**config.mk**
```make
export PLATFORM = sky130hd
export DESIGN_NAME = pwm_duty_sequencer_flat
export DESIGN_NICKNAME = d
export VERILOG_FILES = /design/src/rtl/pwm_ctrl_pkg.sv /design/src/rtl/pwm_duty_sequencer_if.sv /design/src/rtl/pwm_period_counter.sv /design/src/rtl/pwm_duty_sequencer.sv /design/src/flat_wrapper.sv
export SDC_FILE = /design/constraint.sdc
export NUM_CORES = 1
export LEC_CHECK = 0
export ABC_AREA = 1
export BUFFER_PORTS_ARGS = -buffer_cell sky130_fd_sc_hd__buf_2
export CAP_MARGIN = 20
export CORE_ASPECT_RATIO = 0.75
export CORE_UTILIZATION = 60
export CTS_CLUSTER_DIAMETER = 30
export DETAILED_ROUTE_END_ITERATION = 10
export GPL_TIMING_DRIVEN = 0
export PLACE_DENSITY = 0.87
export SLEW_MARGIN = 20
export SYNTH_ARGS = -nofsm -noshare
export SYNTH_HDL_FRONTEND = slang
export SYNTH_SLANG_ARGS = --single-unit
```
**constraint.sdc**
```tcl
create_clock -name clk -period 4.4 [get_ports clk]
set_input_delay 1.32 -clock clk [delete_from_list [all_inputs] [get_ports clk]]
set_output_delay 1.32 -clock clk [all_outputs]
set_load 0.005 [all_outputs]
```
**src/rtl/pwm_ctrl_pkg.sv**
```systemverilog
// Shared types and helpers for the PWM duty sequencer: state encoding,
// period length and the saturating duty step.
package pwm_ctrl_pkg;

   typedef enum logic {
      ST_IDLE = 1'b0,
      ST_RAMP = 1'b1
   } state_t;

   function automatic int unsigned pwm_period(input int unsigned r);
      return 32'd1 << r;
   endfunction

   // Move duty toward target by at most step; never overshoots or wraps.
   function automatic int unsigned sat_step(input int unsigned duty,
                                            input int unsigned target,
                                            input int unsigned step);
      int unsigned diff;
      int unsigned inc;
      diff = (target > duty) ? (target - duty) : (duty - target);
      inc  = (diff < step) ? diff : step;
      return (target > duty) ? (duty + inc) : (duty - inc);
   endfunction

endpackage

```
**src/rtl/pwm_duty_sequencer_if.sv**
```systemverilog
// Host-side target handshake of the PWM duty sequencer.
interface pwm_duty_sequencer_if #(
   parameter int unsigned R = 4
);
   logic [R-1:0] tgt_duty;
   logic         tgt_valid;
   logic         tgt_ready;

   modport master (output tgt_duty, output tgt_valid, input  tgt_ready);
   modport slave  (input  tgt_duty, input  tgt_valid, output tgt_ready);
endinterface

```
**src/rtl/pwm_period_counter.sv**
```systemverilog
// Free-running PWM period counter, frozen (not cleared) while en is low so it
// stays aligned with the PWM block; flags the last clock of each period.
module pwm_period_counter
   import pwm_ctrl_pkg::*;
#(
   parameter int unsigned R = 4
) (
   input  logic clk,
   input  logic rst,
   input  logic en,
   output logic period_tick
);

   localparam int unsigned LAST = pwm_period(R) - 1;

   logic [R-1:0] cnt;

   always_ff @(posedge clk or negedge rst) begin
      if (!rst) begin
         cnt <= '0;
      end else if (en) begin
         cnt <= cnt + R'(1);
      end
   end

   assign period_tick = en && (cnt == R'(LAST));

endmodule

```
**src/rtl/pwm_duty_sequencer.sv**
```systemverilog
// Accepts a target duty from the host and ramps the PWM duty toward it in
// bounded steps, changing duty only at period boundaries.
module pwm_duty_sequencer
   import pwm_ctrl_pkg::*;
#(
   parameter int unsigned R     = 4,
   parameter int unsigned STEP  = 1,
   parameter int unsigned DWELL = 2
) (
   input  logic                 clk,
   input  logic                 rst,
   input  logic                 en,
   pwm_duty_sequencer_if.slave  tgt,
   output logic [R-1:0]         duty,
   output logic                 period_tick,
   output logic                 busy,
   output logic                 done
);

   localparam int unsigned DW = $clog2(DWELL + 1);

   state_t        state;
   logic [R-1:0]  target;
   logic [DW-1:0] dwell;
   logic [R-1:0]  nxt_duty_c;

   pwm_period_counter #(.R(R)) u_cnt (
      .clk         (clk),
      .rst         (rst),
      .en          (en),
      .period_tick (period_tick)
   );

   assign nxt_duty_c    = R'(sat_step(32'(duty), 32'(target), STEP));
   assign tgt.tgt_ready = (state == ST_IDLE);
   assign busy          = (state == ST_RAMP);

   // Handshake, dwell counting and duty stepping; done pulses on completion.
   always_ff @(posedge clk or negedge rst) begin
      if (!rst) begin
         state  <= ST_IDLE;
         duty   <= '0;
         target <= '0;
         dwell  <= '0;
         done   <= 1'b0;
      end else begin
         done <= 1'b0;
         case (state)
            ST_IDLE: begin
               if (tgt.tgt_valid) begin
                  target <= tgt.tgt_duty;
                  dwell  <= '0;
                  if (tgt.tgt_duty == duty) begin
                     done <= 1'b1;
                  end else begin
                     state <= ST_RAMP;
                  end
               end
            end
            ST_RAMP: begin
               if (period_tick) begin
                  if (dwell != DW'(DWELL - 1)) begin
                     dwell <= dwell + DW'(1);
                  end else begin
                     dwell <= '0;
                     duty  <= nxt_duty_c;
                     if (nxt_duty_c == target) begin
                        state <= ST_IDLE;
                        done  <= 1'b1;
                     end
                  end
               end
            end
            default: state <= ST_IDLE;
         endcase
      end
   end

endmodule

```
**src/flat_wrapper.sv**
```systemverilog
// flat-port wrapper written by rule: the top's interface ports become plain ports
module pwm_duty_sequencer_flat import pwm_ctrl_pkg::*;
#(
   parameter int unsigned R     = 4,
   parameter int unsigned STEP  = 1,
   parameter int unsigned DWELL = 2
)
  (clk, rst, en, duty, period_tick, busy, done, tgt_tgt_duty, tgt_tgt_valid, tgt_tgt_ready);
  pwm_duty_sequencer_if #(.R(R)) tgt_i ();
  input  logic clk;
  input  logic rst;
  input  logic en;
  output logic [R-1:0] duty;
  output logic period_tick;
  output logic busy;
  output logic done;
  input wire logic [$bits(tgt_i.tgt_duty)-1:0] tgt_tgt_duty;
  input wire logic [$bits(tgt_i.tgt_valid)-1:0] tgt_tgt_valid;
  output wire logic [$bits(tgt_i.tgt_ready)-1:0] tgt_tgt_ready;
  assign tgt_i.tgt_duty = tgt_tgt_duty;
  assign tgt_i.tgt_valid = tgt_tgt_valid;
  assign tgt_tgt_ready = tgt_i.tgt_ready;
  pwm_duty_sequencer #(.R(R), .STEP(STEP), .DWELL(DWELL)) u_core (.clk(clk), .rst(rst), .en(en), .tgt(tgt_i), .duty(duty), .period_tick(period_tick), .busy(busy), .done(done));
endmodule
```
[Yosys cells after proc, flatten, opt, wreduce, memory -nomap -nowiden]
Index checks and enable logic that the tools add are counted.
Cells by class
  $add $sub $neg: 6
  eq/ne operators: 6
  multiplexer cells: 19
  reduce and logical (&&, ||, !) cells: 4
  $lt $le $gt $ge: 2
  bitwise operators: 2
Operators by type and width (number)
  less-than comparator 32 x 1 -> 1 bit, second input constant: 1
  2-to-1 mux 32 bit: 1
  2-to-1 mux 1 bit: 10
  subtractor 4 x 4 -> 5 bit: 2
  == test 4 bit: 2
  2-to-1 mux 4 bit: 2
  2-to-1 mux 2 bit: 3
  adder 4 x 1 -> 4 bit, second input constant: 1
  adder 4 bit: 1
  == test 4 bit, second input constant: 1
  greater-than comparator 4 bit: 1
  != test 2 bit, second input constant: 2
  one-hot mux 1 bit (2 select lines): 2
  one-hot mux 2 bit (2 select lines): 1
  AND reduction 2 bit: 2
  subtractor 4 bit: 1
  AND reduction 3 bit: 1
  adder 2 x 1 -> 2 bit, second input constant: 1
  != test 2 x 1 -> 1 bit, second input constant: 1
  NOT 1 bit: 2
  logical AND 1 bit: 1
Word-level totals
  register bits: 16
  output and inout port bits: 8
  logic and storage cells: 45

[Logic depth before layout (Yosys ltp)]
Gate-level depths: netlist of the first run.
  depth in word-level cells: 11
  gate-level depth with buffers: 22

[Hierarchy]
From an unflattened synthesis of the first run, not the netlist that was laid out.
Second synthesis, totals
  cell total of the unflattened synthesis: 165
  area total of the unflattened synthesis: 1325.0 um^2
Modules (own cells, without submodules)
  pwm_duty_sequencer: instances 1, area each 1134.8 um^2, sequential area each 300.3 um^2, cells an instance 145
  pwm_period_counter: instances 1, area each 190.2 um^2, sequential area each 100.1 um^2, cells an instance 20

[Worst setup path before layout of the first run]
Ideal clock, no wire load.
  kind: register -> register
  start point: reg u_core.duty[1]
  end point: reg u_core.state (netlist: u_core.busy)
  setup time: 113 ps
  slack: 1395 ps
  buffers on the path: 0
  period minus slack after synthesis: 3005 ps
  stages on the path, launching flop included: 19
  arrival time: 2892 ps
  cell sequence: dfrtp_1 inv_1 ha_1 nand2_4 clkinv_2 nand2_1 nand2_1 nand2_1 nand2_1 a21boi_2 nand3_4 ha_1 fa_1 xnor2_1 xor2_1 o2111a_1 nand3_2 nand2_1 inv_1
Between the ends
  longest elaborated chain between the ends: 11
Ends and longest elaborated chain
  start, declared: RTL line pwm_duty_sequencer.sv:14  | output logic [R-1:0] duty,
  start signal, assigned: RTL line pwm_duty_sequencer.sv:66  | duty <= nxt_duty_c;
  subtractor 4 x 4 -> 5 bit / greater-than comparator 4 bit (equally long branches): RTL line pwm_ctrl_pkg.sv:20, pwm_ctrl_pkg.sv:22
  2-to-1 mux 32 bit: RTL line pwm_ctrl_pkg.sv:20  | diff = (target > duty) ? (target - duty) : (duty - target);
  less-than comparator 32 x 1 -> 1 bit: RTL line pwm_ctrl_pkg.sv:21  | inc = (diff < step) ? diff : step;
  2-to-1 mux 4 bit: RTL line pwm_ctrl_pkg.sv:21
  subtractor 4 bit / adder 4 bit (equally long branches): RTL line pwm_ctrl_pkg.sv:22  | return (target > duty) ? (duty + inc) : (duty - inc);
  2-to-1 mux 4 bit: RTL line pwm_ctrl_pkg.sv:22
  == test 4 bit: RTL line pwm_duty_sequencer.sv:67  | if (nxt_duty_c == target) begin
  2-to-1 mux 1 bit: RTL line pwm_duty_sequencer.sv:67
  2-to-1 mux 1 bit: RTL line pwm_duty_sequencer.sv:62  | if (dwell != DW'(DWELL - 1)) begin
  2-to-1 mux 1 bit: RTL line pwm_duty_sequencer.sv:61  | if (period_tick) begin
  one-hot mux 1 bit (2 select lines) (*): RTL line pwm_duty_sequencer.sv:48  | case (state)
  end signal, assigned: RTL line pwm_duty_sequencer.sv:56  | state <= ST_RAMP;
  end signal, assigned: RTL line pwm_duty_sequencer.sv:68  | state <= ST_IDLE;
  end signal, assigned: RTL line pwm_duty_sequencer.sv:74  | default: state <= ST_IDLE;
  end, declared: RTL line pwm_duty_sequencer.sv:22  | state_t state;
Every way passes the cells marked *; elsewhere a longest branch is shown, timed or not.
A chain may end at the register's enable or synchronous reset.

[Worst setup path in the final report of the first run]
  start point: reg u_core.duty[0]
  end point: reg u_core.state (netlist: u_core.busy)
The elaborated chain is that of the path after synthesis.

==> results of run 1 <==
-- sequential cells by signal, indices dropped and copies added (netlist names) --
name              flops
u_core.duty           4
u_core.target         4
u_core.u_cnt.cnt      4
u_core.dwell          2
u_core.busy           1
u_core.done           1
-- synth_stat cells --
cell	n
sky130_fd_sc_hd__xnor2_1	2
sky130_fd_sc_hd__nor2_2	1
sky130_fd_sc_hd__a21oi_2	1
sky130_fd_sc_hd__xor2_1	9
sky130_fd_sc_hd__dfrtp_1	16
sky130_fd_sc_hd__nand2_1	28
sky130_fd_sc_hd__a21boi_0	1
sky130_fd_sc_hd__o2111a_1	1
sky130_fd_sc_hd__nand2_2	6
sky130_fd_sc_hd__nand4_1	1
sky130_fd_sc_hd__nor2_4	1
sky130_fd_sc_hd__inv_2	1
sky130_fd_sc_hd__o21ai_0	13
sky130_fd_sc_hd__nand3_4	1
sky130_fd_sc_hd__nand2_4	2
sky130_fd_sc_hd__mux2_2	1
sky130_fd_sc_hd__clkinv_2	1
sky130_fd_sc_hd__nand3_1	10
sky130_fd_sc_hd__ha_1	12
sky130_fd_sc_hd__a21boi_2	1
sky130_fd_sc_hd__inv_1	27
sky130_fd_sc_hd__nand3_2	5
sky130_fd_sc_hd__nor4_1	1
sky130_fd_sc_hd__nor2_1	6
sky130_fd_sc_hd__clkbuf_2	1
sky130_fd_sc_hd__fa_1	3
sky130_fd_sc_hd__nor3_4	1
sky130_fd_sc_hd__buf_6	1
sky130_fd_sc_hd__a21oi_1	5
-- cell usage in the layout (no fill, tap or decap) --
master                      n
sky130_fd_sc_hd__nand2_4    2
sky130_fd_sc_hd__buf_6      1
sky130_fd_sc_hd__dfrtp_1   16
sky130_fd_sc_hd__fa_1       3
sky130_fd_sc_hd__clkinv_2   1
sky130_fd_sc_hd__nor4_1     1
sky130_fd_sc_hd__inv_1     27
sky130_fd_sc_hd__xor2_1     9
sky130_fd_sc_hd__nand2_1   28
sky130_fd_sc_hd__nor2_2     1
sky130_fd_sc_hd__inv_2      1
sky130_fd_sc_hd__a21boi_0   1
sky130_fd_sc_hd__mux2_2     1
sky130_fd_sc_hd__nor3_4     1
sky130_fd_sc_hd__nor2_4     1
sky130_fd_sc_hd__o2111a_1   1
sky130_fd_sc_hd__a21oi_1    5
sky130_fd_sc_hd__nand4_1    1
sky130_fd_sc_hd__clkbuf_2   1
sky130_fd_sc_hd__o21ai_0   13
sky130_fd_sc_hd__nand3_4    1
sky130_fd_sc_hd__nand3_2    5
sky130_fd_sc_hd__ha_1      12
sky130_fd_sc_hd__a21boi_2   1
sky130_fd_sc_hd__a21oi_2    1
sky130_fd_sc_hd__nor2_1     6
sky130_fd_sc_hd__clkbuf_8   1
sky130_fd_sc_hd__nand2_2    6
sky130_fd_sc_hd__clkbuf_4   3
sky130_fd_sc_hd__nand3_1   10
sky130_fd_sc_hd__xnor2_1    2
sky130_fd_sc_hd__buf_2     15
-- final timing paths --
check                               startpoint             endpoint  cells past startpoint
setup / recovery                u_core.duty[0]          u_core.busy                     18
hold / removal             u_core.u_cnt.cnt[3]  u_core.u_cnt.cnt[3]                      1
setup reg to reg                u_core.duty[0]          u_core.busy                     18
hold reg to reg            u_core.u_cnt.cnt[3]  u_core.u_cnt.cnt[3]                      1
max in group asynchronous                  rst  u_core.u_cnt.cnt[1]                      1
min in group asynchronous                  rst      u_core.dwell[0]                      1
-- logic make-up after synthesis --
| family | count (synthesis) |
|---|---|
| AOI/OAI and AO/OA | 22 |
| xor gates and xnor gates | 11 |
| adders and majority gates | 15 |
| buffers and inverters | 31 |
| DFF | 16 |
| muxes | 1 |
| and+or+nand+nor | 63 |
-- through the flow --
stage                     hold slack, ps  setup slack, ps  util, %  cell area (um^2)  std cells
final                                494             1060     71.6              1470        202
after global placement               478             1130     69.8              1430        198
after detailed placement             488             1120     69.8              1430        198
after floorplan                      465             1400        -              1330        159
after CTS                            501             1100     71.6              1470        202
after global routing                 517              809     71.6              1470        202
-- worst max-delay path, cell delays in order (launching register included) --
cell	delay [ps]
sky130_fd_sc_hd__dfrtp_1	460
sky130_fd_sc_hd__inv_1	110
sky130_fd_sc_hd__ha_1	140
sky130_fd_sc_hd__inv_1	60
sky130_fd_sc_hd__fa_1	390
sky130_fd_sc_hd__nor2_1	110
sky130_fd_sc_hd__o21ai_0	80
sky130_fd_sc_hd__a21oi_1	190
sky130_fd_sc_hd__nand2_1	90
sky130_fd_sc_hd__nand2_2	90
sky130_fd_sc_hd__nand3_4	110
sky130_fd_sc_hd__ha_1	230
sky130_fd_sc_hd__fa_1	380
sky130_fd_sc_hd__xnor2_1	220
sky130_fd_sc_hd__xor2_1	160
sky130_fd_sc_hd__o2111a_1	230
sky130_fd_sc_hd__nand3_2	90
sky130_fd_sc_hd__nand2_1	60
sky130_fd_sc_hd__inv_1	40
-- cell type report --
| type | instances | area (um^2) | share of cell area [%] |
|---|---|---|---|
| timing repair buffer | 15 | 75.1 | 5.12 |
| sequential | 16 | 400 | 27.3 |
| tap | 24 | 30.0 | 2.05 |
| clock buffer | 4 | 36.3 | 2.47 |
| buffer | 2 | 16.3 | 1.11 |
| inverter | 29 | 110 | 7.51 |
| multi-input combinational | 112 | 798 | 54.4 |
-- per-layer routing --
metal | wire, um | global-route usage (%) | vias up
li1 | - | - | 545
met2 | 1220 | 42.4 | 31
met3 | 177 | 6.40 | 6
met4 | 46 | 7.32 | 0
met1 | 1220 | 35.1 | 533
met5 | 0 | 0 | -
==> flow_results.org, run 1 <==
** Cells and area
- After the last flow step, the layout net total stands at 202.
- The area growth from synthesis to layout is 10.7%.
- Cells with a size suffix above 1 make up 24.2% of the layout.
- Layout fillers :: 154
- 0 antenna diodes ended up in the layout.

** Critical path
- STA classifies the critical path startpoint as a register.
- Of all nets on the critical path, the largest fanout is 5.
- At the worst endpoint, the required time is 4600 ps.
- Setup slack of the most critical reg-to-reg path :: 1060 ps
- Element type at the critical path end :: register
- Critical setup path kind :: reg2reg
- At the worst endpoint, the arrival time is 3530 ps.

** STA
- Final worst clock skew :: 2.30 ps
- Final setup viols :: 0
- Final Hold Fails :: 0
- Transition time at the pin with the least slew margin :: 581 ps
- Fin crit share :: 75.8%
- Measured against its own limit, the worst slew margin works out to 61.1%.
- Max-slew violations :: 0
- Maximum clock frequency :: 300 MHz
- In the final timing run, aggregate negative setup slack is 0 ps.
- Subtracting the final worst setup slack from the clock period gives 3340 ps.
- Unrepaired setup endpoints after global routing :: false

** Drt
- In this run the remaining antenna-violating nets after routing total 0.
- TritonRoute pass-1 iters :: 4
- After detailed routing, the number of vias per cell comes to 5.52.
- In the routed design, unresolved DRC markers number 0.
- Average routed wire per standard cell :: 13.2 um
- Detailed routing inserted a total of 1115 vias.
- Total wire length :: 2.66 mm
- The first routing iteration left 32 violations.

** GRT
- The number of global-route vias before repair came to 1074.
- Gr ovfl total :: 0
- The initial antenna violation count was 0.
- Global-route wire length before repair :: 4.71 mm
- Entering global routing, the biggest net connects 17 pins.
- GRT Util Overall :: 26.1%

** Status
- Result of the run :: finished clean

** Floorplan
- The die covers 2400 um^2.
- Core region area :: 2050 um^2
- Number of core rows :: 14
- Die Ht :: 42.7 um
- 16 I/O pins were placed.
- Horizontal die dimension :: 56.3 um
- Initial Util :: 64.7%

** Logic synthesis
- By area, the combinational part of the netlist is dominated by simple AND/OR/NAND/NOR gates.
- Synthesis produced a netlist with a net count of 182.
- Mux share of post-synthesis cell area :: 0.850%
- Xor-xnor portion of the synthesized cell area :: 7.27%
- Basic-gate share of the synthesized area counting and, or, nand and nor cells :: 26.5%
- Dividing the synthesized area by the synthesized cell count gives 8.33 um^2.
- Top cell type by total area after synthesis :: sky130_fd_sc_hd__dfrtp_1
- The synthesized netlist devotes 15.9% of its cell area to adder and majority cells.
- Cell Area, Synth :: 1330 um^2
- In this run, distinct cell masters in the synthesized netlist total 29.
- The synthesized netlist devotes 9.73% of its cell area to compound gates.
- Synthesis inferred 16 register bits.
- After synthesis, the largest area contributor takes up 30.2% of total cell area.
- The share of the Yosys chip area taken by registers is 30.2%.
- Synthesis produced a netlist whose cell count is 159.
- Area contributors post-synth :: sky130_fd_sc_hd__dfrtp_1 30%, sky130_fd_sc_hd__ha_1 11%, sky130_fd_sc_hd__nand2_1 7.9%, sky130_fd_sc_hd__inv_1 7.6%, sky130_fd_sc_hd__xor2_1 5.9%
- Warnings from Yosys :: 0

** Clocking
- TritonCTS built the clock tree.
- Clock transition at the registers of the reported paths :: 90 ps
- No sink is reached through more buffers than the 2 on the longest clock path.
- Buffers inserted to repair hold after CTS numbered 0.
- Counting every sink on the clock net gives 16.
- Clock latency at the later pin of the worst-skew pair :: 290 ps
- Post-CTS timing repair inserted 0 buffers for setup.
- Clock Tree Root :: sky130_fd_sc_hd__clkbuf_4
- TritonCTS created 3 clock buffers.
- Number of H-tree levels :: 1
- The number of gates resized after CTS was 0.

** Hold path
- In this run the worst hold path is classified as reg2reg.

** Placed design
- The wire-length estimate of the detail-placed layout is 2.07 mm.
- Final RePlAce weighted congestion :: 0.911
- Buffers placed on the I/O ports in this run total 15.

** Run
- Maxcap violations :: 0
Power of run 1 is not shown: default switching activity piles up to over one toggle a cycle in this logic, so the estimate is an artifact.
==> run 2: changes to the inputs <==
--- a/config.mk
+++ b/config.mk
@@ -9,11 +9,11 @@
 export BUFFER_PORTS_ARGS = -buffer_cell sky130_fd_sc_hd__buf_2
 export CAP_MARGIN = 20
 export CORE_ASPECT_RATIO = 0.75
-export CORE_UTILIZATION = 60
+export CORE_UTILIZATION = 52
 export CTS_CLUSTER_DIAMETER = 30
 export DETAILED_ROUTE_END_ITERATION = 10
 export GPL_TIMING_DRIVEN = 0
-export PLACE_DENSITY = 0.87
+export PLACE_DENSITY = 0.8
 export SLEW_MARGIN = 20
 export SYNTH_ARGS = -nofsm -noshare
 export SYNTH_HDL_FRONTEND = slang
==> constraint.sdc (replaced) <==
create_clock -name clk -period 2.8 [get_ports clk]
set_input_delay 0.84 -clock clk [delete_from_list [all_inputs] [get_ports clk]]
set_output_delay 0.84 -clock clk [all_outputs]
set_load 0.005 [all_outputs]
==> run 2 against run 1 <==
The flow now finishes with violations (negative setup slack). Cell area rose by 12%. Critical path depth is the same. Core utilization fell by 1.8 points. Critical path type unchanged. Wire length up 12%. Fmax up 5.0%. Sequential share of layout area decreased by 2.5 points. Worst hold slack worse by 38 ps. Worst setup slack worse by 1400 ps.
==> flow_results.org, run 2 (synthesis gave the netlist of run 1 again) <==
** Critical path
- The reg-to-reg setup timing slack is -380 ps (-1440 ps).
- R2R Path Start :: u_core.duty[0]
- The count of buffering cells on the critical path with inverters included is 3 (unchanged).
- On the critical path the largest part of the delay comes from adder cells.
- The most critical setup path has its startpoint at u_core.duty[0].
- The worst stage delay on the critical path was 460 ps (about the same).
- Category of the worst setup path launch point :: register
- Data required time at the worst endpoint :: 2980 ps (-1620 ps)
- Worst-path maximum fanout :: 4 (-1)
- Among all stages on the critical path, the largest delay is contributed by sky130_fd_sc_hd__dfrtp_2.
- Critical setup path kind :: reg2reg
- Worst Reg-to-Reg Cells :: 18 (unchanged)
- The endpoint identified for the worst register-to-register timing path is u_core.busy.
- Walking the worst path, the cells encountered are inv_4 -> ha_4 -> inv_2 -> fa_2 -> nor2_2 -> o21ai_1 -> a21oi_1 -> nand2_1 -> nand2_2 -> nand3_4 -> ha_4 -> fa_2 -> xnor2_2 -> xor2_1 -> o2111a_1 -> nand3_2 -> nand2_1 -> inv_1.
- The critical path arrival was 3360 ps (-170 ps).
- The worst setup path is captured at a register.

** Placed design
- The pre-CTS setup slack is -497 ps (-1620 ps).
- HPWL Detailed :: 2.21 mm (+6.8%)
- Final RePlAce weighted congestion :: 0.913 (+0.27%)
- The number of placed instances with taps included was 208 (+5.1%).
- Port bufs :: 15 (unchanged)
- The cell area after placement came to 1500 um^2 (+4.7%).

** Cells and area
- Area growth from synthesis to layout :: 23.4%
- Leading cell type in the layout, fill and taps excluded :: sky130_fd_sc_hd__nand2_1
- Share of final-layout standard cells stronger than drive strength 1 :: 38.8% (+15 points)
- The net total in the final layout came to 213 (+5.4%).
- The antenna diode count was 0 (unchanged).
- Layout fillers :: 196 (+27%)
- The library cells used most frequently in the layout, excluding fill and tap cells, are 28 x sky130_fd_sc_hd__nand2_1, 22 x sky130_fd_sc_hd__inv_1, 16 x sky130_fd_sc_hd__buf_2.
- Sequential cell area :: 405 um^2 (+1.3%)
- Biggest regs :: u_core.duty: 4 flops, u_core.target: 4 flops, u_core.u_cnt.cnt: 4 flops
- Cell area after layout :: 1640 um^2 (+12%)
- The final non-filler cell total was 222 (+9.9%).
- The combined area of the multi-input logic cells is 866 um^2 (+8.5%).

** STA
- The portion of the clock cycle consumed by the worst path in the final layout is 114% (+38 points).
- Transition time at the pin with the least slew margin :: 506 ps (-74.9 ps)
- Final Hold Fails :: 0 (unchanged)
- Unrepaired setup endpoints after global routing :: true
- Slew headroom :: 66.1% (+5.0 points)
- Maximum clock frequency :: 315 MHz (+5.0%)
- The minimum setup slack in the final design was -378 ps (-1440 ps).
- Final setup viols :: 3 (+3)
- Max-slew violations :: 0 (unchanged)
- Final worst clock skew :: 0.780 ps (-1.52 ps)
- The shortest period the worst path allows was 3180 ps (-159 ps).
- The total negative setup slack is -758 ps (-758 ps).

** Drt
- Total wire length :: 2.99 mm (+12%)
- The iteration-0 DRC count of the detailed router is 39 (+22%).
- TritonRoute pass-1 iters :: 4 (unchanged)
- Average routed wire per standard cell :: 13.5 um (+2.3%)
- The post-detailed-route via-to-cell ratio is 5.14 (-6.8%).
- Final routed DRC violation total :: 0 (unchanged)
- Number of routed nets with antenna violations :: 0 (unchanged)
- The number of vias after detailed routing is 1142 (+2.4%).

** Clocking
- The number of buffers on the longest clock path is 2 (unchanged).
- Clock net sink count :: 16 (unchanged)
- Clock latency at the later pin of the worst-skew pair :: 280 ps (about the same)
- The maximum level of the CTS H-tree was 1 (unchanged).
- TritonCTS built the clock tree.
- The CTS buffer count was 3 (unchanged).
- Clock transition at the registers of the reported paths :: 90 ps (about the same)
- In this run the clock root is driven by a sky130_fd_sc_hd__clkbuf_4.

** GRT
- Antenna violations before repair :: 0 (unchanged)
- Via count of the first global-routing pass :: 1122 (+4.5%)
- GRT Util Overall :: 25.3% (-0.73 points)
- The overall overflow remaining after global route is 0 (unchanged).
- Global-route wire length before repair :: 5.02 mm (+6.6%)
- Maximum number of pins on one net before global-route repair :: 17 (unchanged)

** Status
- Violations in the final reports :: negative setup slack
- The flow ran to the end, but the final reports show violations.

** Floorplan
- Core region area :: 2350 um^2 (+14%)
- Initial Util :: 56.5% (-8.2 points)
- Die outline area :: 2760 um^2 (+15%)
- Number of core rows :: 15 (+1)
- The width of the die came to 60.3 um (+7.1%).
- The number of top-level pins came to 16 (unchanged).
- The chip height was 45.7 um (+7.1%).

** Hold path
- Worst hold-check path type :: in2async

** Run
- The number of max-cap violations is 0 (unchanged).
run 2: cell count changes in the layout (fill, tap and decap cells not counted), moves of 3 or more:
cell / previous run / this run
sky130_fd_sc_hd__buf_4: 0 / 10
sky130_fd_sc_hd__dfrtp_1: 16 / 12
sky130_fd_sc_hd__dfrtp_2: 0 / 4
sky130_fd_sc_hd__ha_1: 12 / 8
sky130_fd_sc_hd__ha_4: 0 / 3
sky130_fd_sc_hd__inv_1: 27 / 22
sky130_fd_sc_hd__inv_2: 1 / 5
run 2: metrics by stage:
stage                     hold WS [ps]  utilization [%]
after floorplan                    465                -
after global placement             479             63.8
after detailed placement           485             63.8
after CTS                          459             69.1
after global routing               470             69.7
final                              456             69.7
run 2: layout make-up:
class,instances,area share (%)
well taps,34,2.60
inverters,29,6.89
flip-flops and latches,16,24.8
clock buffers,3,1.38
multi-input cells,112,52.9
repair buffers,26,10.4
plain buffers,2,0.995
run 2: how the worst max path moves through the flow:
stage,slack [ps],end,cells past startpoint
6_report,-380,u_core.busy,18
4_1_cts,-330,u_core.busy,16
3_5_place_dp,-500,u_core.busy,16
3_3_place_gp,-390,u_core.busy,16
5_1_grt,-520,u_core.busy,18
2_1_floorplan,-100,u_core.busy,16
run 2: worst reg2reg max path: cells and delay by family (launching register included):
family                     cells  cell delay [ps]
and+or+nand+nor                6              560
AOI/OAI and AO/OA              3              470
xor gates and xnor gates       2              390
DFF                            1              460
buffers and inverters          3              170
adders and majority gates      4             1020
run 2: what timing repair did:
action / in CTS / in global routing
hold buffers: 0 / 0
buffers inserted: 10 / 1
endpoints found under the setup margin: 5 / 5
pin swaps: 10 / 1
resized for setup: 7 / 6
run 2: routing by layer:
metal | GRT usage (%) | vias up | wire length [um]
met5 | 0 | - | 0
met4 | 6.05 | 0 | 23
met3 | 5.40 | 4 | 184
met2 | 38.2 | 31 | 1400
met1 | 37.0 | 541 | 1380
li1 | - | 566 | -
Power of run 2 is left out for the same reason.
